### config.mk
export PLATFORM = sky130hd
export DESIGN_NAME = dw_div_recon_seq_flat
export DESIGN_NICKNAME = d
export VERILOG_FILES = /design/src/rtl/dw_div_recon_seq_if.sv /design/src/rtl/dw_div_recon_seq.sv /design/src/flat_wrapper.sv
export SDC_FILE = /design/constraint.sdc
export NUM_CORES = 1
export LEC_CHECK = 0
export ABC_AREA = 1
export CAP_MARGIN = 20
export CORE_MARGIN = 2
export CORE_UTILIZATION = 45
export CTS_CLUSTER_DIAMETER = 100
export CTS_CLUSTER_SIZE = 8
export DETAILED_ROUTE_END_ITERATION = 8
export HOLD_SLACK_MARGIN = 0.1
export PLACE_DENSITY = 0.76
export SLEW_MARGIN = 20
export SYNTH_ARGS = -nofsm -noshare
export SYNTH_HDL_FRONTEND = slang
export SYNTH_SLANG_ARGS = --single-unit
### constraint.sdc
create_clock -name clk -period 2.7 [get_ports clk]
set_input_delay 0.81 -clock clk [delete_from_list [all_inputs] [get_ports clk]]
set_output_delay 0.81 -clock clk [all_outputs]
set_load 0.03 [all_outputs]
### src/rtl/dw_div_recon_seq_if.sv
// Handshake and operand/result bundle for dw_div_recon_seq.
interface dw_div_recon_seq_if #(
  parameter int a_width = 32,
  parameter int b_width = 16
);
  logic               start;
  logic [a_width-1:0] quotient;
  logic [b_width-1:0] divisor;
  logic [b_width-1:0] remainder;
  logic               busy;
  logic               done;
  logic [a_width-1:0] dividend;
  logic               overflow;
  logic               divide_by_0;
  logic               rem_err;

  modport master (
    output start, quotient, divisor, remainder,
    input  busy, done, dividend, overflow, divide_by_0, rem_err
  );

  modport slave (
    input  start, quotient, divisor, remainder,
    output busy, done, dividend, overflow, divide_by_0, rem_err
  );
endinterface

### src/rtl/dw_div_recon_seq.sv
// Sequential dividend reconstruction q*b+r via radix-2 shift-add over b_width cycles.
// Optional remainder range check enabled by macro DW_DIV_RECON_REMCHK_EN.
module dw_div_recon_seq #(
  parameter int a_width = 32,
  parameter int b_width = 16,
  parameter int tc_mode = 0
) (
  input logic               clk,
  input logic               rst_n,
  dw_div_recon_seq_if.slave bus
);
  localparam int W  = a_width + b_width;
  localparam int CW = $clog2(b_width) + 1;

  typedef enum logic [1:0] {IDLE, MUL, FIX} state_t;
  state_t state, state_next;

  logic [W-1:0]       acc, mcand;
  logic [b_width-1:0] b_sh, r_reg;
  logic [CW-1:0]      cnt;
  logic               sign, dz;
  logic               busy_q, done_q, ovf_q, dz_q, rem_q;
  logic [a_width-1:0] dividend_q;

  logic [a_width-1:0] q_mag;
  logic [b_width-1:0] b_mag_in;
  logic               sign_in;
  logic [W:0]         prod_ext, signed_prod, r_ext, full;
  logic               ovf, rerr;

  always_comb begin
    q_mag    = bus.quotient;
    b_mag_in = bus.divisor;
    sign_in  = 1'b0;
    if (tc_mode != 0) begin
      if (bus.quotient[a_width-1]) q_mag    = '0 - bus.quotient;
      if (bus.divisor[b_width-1])  b_mag_in = '0 - bus.divisor;
      sign_in = bus.quotient[a_width-1] ^ bus.divisor[b_width-1];
    end
  end

  // Final sum is one bit wider than the product so the exact value is never lost.
  always_comb begin
    prod_ext    = {1'b0, acc};
    signed_prod = sign ? ('0 - prod_ext) : prod_ext;
    r_ext       = {{(W+1-b_width){(tc_mode != 0) && r_reg[b_width-1]}}, r_reg};
    full        = signed_prod + r_ext;
    if (tc_mode != 0)
      ovf = !((&full[W:a_width-1]) || !(|full[W:a_width-1]));
    else
      ovf = |full[W:a_width];
  end

`ifdef DW_DIV_RECON_REMCHK_EN
  logic [b_width-1:0] b_mag_r, r_mag;

  always_ff @(posedge clk or negedge rst_n) begin
    if (!rst_n)                       b_mag_r <= '0;
    else if (state == IDLE && bus.start) b_mag_r <= b_mag_in;
  end

  always_comb begin
    r_mag = r_reg;
    if ((tc_mode != 0) && r_reg[b_width-1]) r_mag = '0 - r_reg;
    rerr = !dz && ((r_mag >= b_mag_r) ||
           ((tc_mode != 0) && (r_reg != '0) && (r_reg[b_width-1] != full[W])));
  end
`else
  always_comb rerr = 1'b0;
`endif

  always_ff @(posedge clk or negedge rst_n) begin
    if (!rst_n) state <= IDLE;
    else        state <= state_next;
  end

  always_comb begin
    state_next = state;
    case (state)
      IDLE:    if (bus.start) state_next = MUL;
      MUL:     if (cnt == CW'(b_width - 1)) state_next = FIX;
      FIX:     state_next = IDLE;
      default: state_next = IDLE;
    endcase
  end

  always_ff @(posedge clk or negedge rst_n) begin
    if (!rst_n) begin
      acc        <= '0;
      mcand      <= '0;
      b_sh       <= '0;
      r_reg      <= '0;
      cnt        <= '0;
      sign       <= 1'b0;
      dz         <= 1'b0;
      busy_q     <= 1'b0;
      done_q     <= 1'b0;
      ovf_q      <= 1'b0;
      dz_q       <= 1'b0;
      rem_q      <= 1'b0;
      dividend_q <= '0;
    end else begin
      done_q <= 1'b0;
      case (state)
        IDLE: if (bus.start) begin
          acc    <= '0;
          mcand  <= {{b_width{1'b0}}, q_mag};
          b_sh   <= b_mag_in;
          r_reg  <= bus.remainder;
          sign   <= sign_in;
          dz     <= (bus.divisor == '0);
          cnt    <= '0;
          busy_q <= 1'b1;
        end
        MUL: begin
          if (b_sh[0]) acc <= acc + mcand;
          mcand <= mcand << 1;
          b_sh  <= b_sh >> 1;
          cnt   <= cnt + 1'b1;
        end
        FIX: begin
          dividend_q <= full[a_width-1:0];
          ovf_q      <= ovf;
          dz_q       <= dz;
          rem_q      <= rerr;
          done_q     <= 1'b1;
          busy_q     <= 1'b0;
        end
        default: ;
      endcase
    end
  end

  assign bus.busy        = busy_q;
  assign bus.done        = done_q;
  assign bus.dividend    = dividend_q;
  assign bus.overflow    = ovf_q;
  assign bus.divide_by_0 = dz_q;
  assign bus.rem_err     = rem_q;
endmodule

### src/flat_wrapper.sv
// flat-port wrapper written by rule: the top's interface ports become plain ports
module dw_div_recon_seq_flat 
#(
  parameter int a_width = 32,
  parameter int b_width = 16,
  parameter int tc_mode = 0
)
  (clk, rst_n, bus_start, bus_quotient, bus_divisor, bus_remainder, bus_busy, bus_done, bus_dividend, bus_overflow, bus_divide_by_0, bus_rem_err);
  dw_div_recon_seq_if #(.a_width(a_width), .b_width(b_width)) bus_i ();
  input logic clk;
  input logic rst_n;
  input wire logic [$bits(bus_i.start)-1:0] bus_start;
  input wire logic [$bits(bus_i.quotient)-1:0] bus_quotient;
  input wire logic [$bits(bus_i.divisor)-1:0] bus_divisor;
  input wire logic [$bits(bus_i.remainder)-1:0] bus_remainder;
  output wire logic [$bits(bus_i.busy)-1:0] bus_busy;
  output wire logic [$bits(bus_i.done)-1:0] bus_done;
  output wire logic [$bits(bus_i.dividend)-1:0] bus_dividend;
  output wire logic [$bits(bus_i.overflow)-1:0] bus_overflow;
  output wire logic [$bits(bus_i.divide_by_0)-1:0] bus_divide_by_0;
  output wire logic [$bits(bus_i.rem_err)-1:0] bus_rem_err;
  assign bus_i.start = bus_start;
  assign bus_i.quotient = bus_quotient;
  assign bus_i.divisor = bus_divisor;
  assign bus_i.remainder = bus_remainder;
  assign bus_busy = bus_i.busy;
  assign bus_done = bus_i.done;
  assign bus_dividend = bus_i.dividend;
  assign bus_overflow = bus_i.overflow;
  assign bus_divide_by_0 = bus_i.divide_by_0;
  assign bus_rem_err = bus_i.rem_err;
  dw_div_recon_seq #(.a_width(a_width), .b_width(b_width), .tc_mode(tc_mode)) u_core (.clk(clk), .rst_n(rst_n), .bus(bus_i));
endmodule
Word-level counts from Yosys, hierarchy flattened
Index checks and enable logic that the tools add are counted.

cells by class
  divide/modulo/power cells = 0
  shifts and indexed selects = 0
  mux-type cells = 15
  bitwise operators = 0
  reductions and logical operators = 10
  multiply operators = 0
  $add $sub $neg = 3
  order comparisons = 0
  equality and inequality tests = 6

operators by type and width
  operator             number
  $pmux 48 s2          2
  $mux 48              3
  $add 48x16->49       1
  $add 48x48->48       1
  $pmux 16 s2          1
  $reduce_or 17->1     1
  $logic_not 16->1     1
  $mux 16              1
  $pmux 5 s2           1
  $reduce_and 2->1     4
  $add 5x1->5 const B  1
  $eq 5x4->1 const B   1
  $mux 5               1
  $mux 2               2
  $ne 2x1->1 const B   2
  $pmux 2 s2           1
  $reduce_bool 2->1    2
  $reduce_and 3->1     1
  $eq 2x1->1 const B   1
  $eq 2x2->1 const B   1
  $logic_not 2->1      1
  $mux 1               2
  $ne 2x2->1 const B   1
  $pmux 1 s2           1

storage, ports and cells
  logic and storage cells = 46
  latch bits = 0
  bits of input ports = 67
  RAM bits = 0
  register bits = 172
  output and inout port bits = 37
  memories = 0
  bits in read-only memories = 0

Longest topological paths before layout
  depth in word-level cells = 3
  depth in mapped cells = 18
  mapped depth without buffers = 18

Worst setup path after synthesis
No wires, ideal clock.

  kind = reg-to-reg
  start = register u_core.acc[0]
  end = register u_core.ovf_q, in the netlist u_core.bus.overflow
  cell stages (with the launch flop) = 17
  required time = 2583 ps
  period minus slack after synthesis = 2180 ps
  path buffers = 0
  library setup time = 117 ps
  path slack = 520 ps
  data arrival time = 2063 ps
  cells stage by stage = dfrtp_1 > ha_1 > fa_1 > nand3_1 > nand3_1 > nand2_1 > nand3_1 > nand2_1 > nand2_2 > nand3_1 > nand2_1 > nor2_1 > nand2_1 > nor2_1 > nand2_1 > nor2_1 > nor2_1

on the way
  longest elaborated chain between the ends = 2

RTL lines
  what                    line                     text
  start, declared         dw_div_recon_seq.sv:18   logic [W-1:0] acc, mcand;
  start signal, assigned  dw_div_recon_seq.sv:116  if (b_sh[0]) acc <= acc + mcand;
  $add 48x16->49          dw_div_recon_seq.sv:47   full = signed_prod + r_ext;
  $reduce_or 17->1        dw_div_recon_seq.sv:51   ovf = |full[W:a_width];
  end signal, assigned    dw_div_recon_seq.sv:123  ovf_q <= ovf;
  end, declared           dw_div_recon_seq.sv:22   logic busy_q, done_q, ovf_q, dz_q, rem_q;

Every way passes these cells.
A chain may end at the register's enable or synchronous reset.

Worst setup path after layout
  start = register u_core.acc[5]
  end = register u_core.acc[38]

on the way
  longest elaborated chain between the ends = 3

RTL lines
  what            line                     text
  $add 48x48->48  dw_div_recon_seq.sv:116
  $mux 48         dw_div_recon_seq.sv:116
  $pmux 48 s2     dw_div_recon_seq.sv:104  case (state)

Every way passes these cells. The select of a mux whose other input is x is not followed.

==> results.yml <==
global_route:
  grt_pass1_wl_um: 59400
  grt_antenna_before_repair: 0
  grt_max_degree: 68
  grt_overflow: 0
  grt_usage_pct: 26.7
  grt_pass1_vias: 11400
timing:
  worstMarginPinSlew_ns: 0.825
  tns_ns: 0
  post-route-min-period_ns: 2.51
  setup_viol: 0
  hold_viol: 0
  finalClockSkew_ns: 0.0172
  drv_slew: 0
  fmax_mhz: 398
  rsz0062_at_grt: "false"
  fin_crit_sh_pct: 93.1
  relSlewSlack_pct: 45.0
critical_path:
  reg2reg_slack_ns: 0.19
  r2r-end: "u_core.acc[38]"
  critPathCaptureType: "register"
  crit_path_start_kind: "register"
  worstSetupPathType: "reg2reg"
  startpoint: "u_core.acc[5]"
  worstReg2RegStart: "u_core.acc[5]"
  worst-path-max-fanout: 4
  worstPathRequired_ns: 3.03
  r2r_cells: 12
  cp.arrival_ns: 2.84
min_path:
  hp-class: "in2async"
clocking:
  cts_buffer_depth: 2
  cts_resized: 0
  ctsRootBufferMaster: "clkbuf_16"
  postCtsSetupRepairBufs: 0
  numCtsBuffers: 17
  cts.clk_slew.worst_paths_ns: 0.07
  insertion_delay_ns: 0.45
  cts_sinks: 172
  tritoncts: "done"
  cts_hold_buffers: 0
  htree_levels: 4
cells_and_area:
  drive_above_1_share_pct: 6.41
  antenna_cells: 0
  final_nets: 1978
  syn2layout_area_growth_pct: 17.8
  final_cell_mix: "nand2_1 (467), inv_1 (236), dfrtp_1 (170)"
  fillers: 2574
  final_common_cell: "nand2_1"
drt:
  avgRoutedWirePerCell_um: 16.9
  vias: 12000
  avgViaCountPerCell: 5.50
  ant_nets: 0
  firstDrtPassIters: 6
  drc: 0
  drt_iter0_markers: 946
  drt_wl_total_um: 36900
power:
  power.leakage_nw: 6.84
  power_mw: 20.0
  vdd_drop_max_uv: 739
  powerDensity_nw_per_um2: 1410
placement:
  dp_hpwl_um: 29400
  place_congestion: 1.06
  port_buffers: 102
synthesis:
  synth_top_area_share_pct: 35.7
  syn_inst: 1736
  ys_ff_latch: 172
  synth_cell_types: 47
  syn_area_per_cell_um2: 6.94
  synth_edf_count: 0
  synthesis.nets: 1870
  yosys.area.top_type: "dfrtp_1"
  syn_area_um2: 12000
  synth.top_cells.by_area: "dfrtp_1 (36%), nand2_1 (15%), inv_1 (7.4%)"
  synthFlopType: "dfrtp_1"
  ys_warn_count: 0
  ys_seq_area_share_pct: 35.7
  async_flop_share_pct: 100
floorplanning:
  dieArea_um2: 28100
  initial_core_util_pct: 46.1
  fp.dieH_um: 168
  die_w_um: 168
  coreArea_um2: 26100
  row_count: 59
  ios: 104
job:
  max_cap_viol_count: 0
status:
  status: "finished clean"
[cell usage after synthesis, drive strengths merged (8+ instances only)]
master	n
ha	65
clkbuf	27
nor3	27
dfrtp	172
nor4	9
nand2	484
inv	245
xor2	26
nand3	71
o21ai	136
o22ai	68
xnor2	13
buf	11
a31oi	8
nor2	165
o21bai	8
a21oi	144
nand4	17
[report_power, final]
| group | total [mW] | internal (mW) | leakage (nW) | switching, mW |
|---|---|---|---|---|
| registers | 4.94 | 3.70 | 2.03 | 1.24 |
| clock network | 2.56 | 1.33 | 0.294 | 1.24 |
| logic | 12.5 | 4.29 | 4.52 | 8.19 |
| total | 20.0 | 9.31 | 6.84 | 10.7 |
[layout make-up]
class	count	area [um2]	share of cell area [%]
Sequential cell	172	4310	30.3
Inverter	247	927	6.53
Multi-Input combinational cell	1279	6690	47.1
Timing Repair Buffer	127	1250	8.79
Tap cell	335	419	2.95
Clock inverter	14	179	1.26
Clock buffer	17	425	3.00
[through the flow]
stage	hold slack, ns	setup WS, ns	cells	area [um2]	utilization, %
finish	0.318	0.186	2191	14200	54.3
global route	0.347	0.00695	2191	14200	54.3
CTS	0.332	0.117	2191	14200	54.3
detailed placement	0.462	0.142	2160	13600	51.9
global placement	0.459	0.146	2160	13600	51.9
floorplan	0.450	0.520	1736	12000	-
[logic make-up after synthesis]
logic type	count (synthesis)	synth area share (%)
flip-flops	172	35.7
XOR/XNOR	39	2.84
AND/OR/NAND/NOR	785	27.6
adder cells (fa/ha/maj)	67	7.09
other	1	0.0311
buffers and inverters	285	8.94
AO/OA/AOI/OAI	387	17.7
[routing by layer]
metal,up-vias,GRT usage (%),routed length [um]
met5,-,0,0
met4,0,7.98,855
met3,65,3.10,2650
met2,477,42.2,16100
met1,5566,38.7,17400
li1,5932,-,-
[worst max-delay path, cell delays in order (launching register included)]
cell     delay, ns
dfrtp_1       0.44
ha_1          0.39
nand2_1       0.11
o21ai_0       0.27
a21oi_1       0.13
o21ai_2       0.26
nand2_1       0.13
o21ai_1       0.25
nand2_1       0.13
nand2_1       0.08
nand2_1       0.05
nand3_1       0.11
nand2_1       0.06
[worst max-delay path by stage]
stage / end / slack, ns / cells after the start
after global placement: u_core.acc[20] / 0.15 / 16
after detailed placement: u_core.acc[20] / 0.14 / 16
final: u_core.acc[38] / 0.19 / 12
after CTS: u_core.acc[20] / 0.12 / 16
after global routing: u_core.acc[45] / 0.007 / 14
after floorplan: u_core.bus.overflow / 0.52 / 16
(Power assumes the default switching activity.)
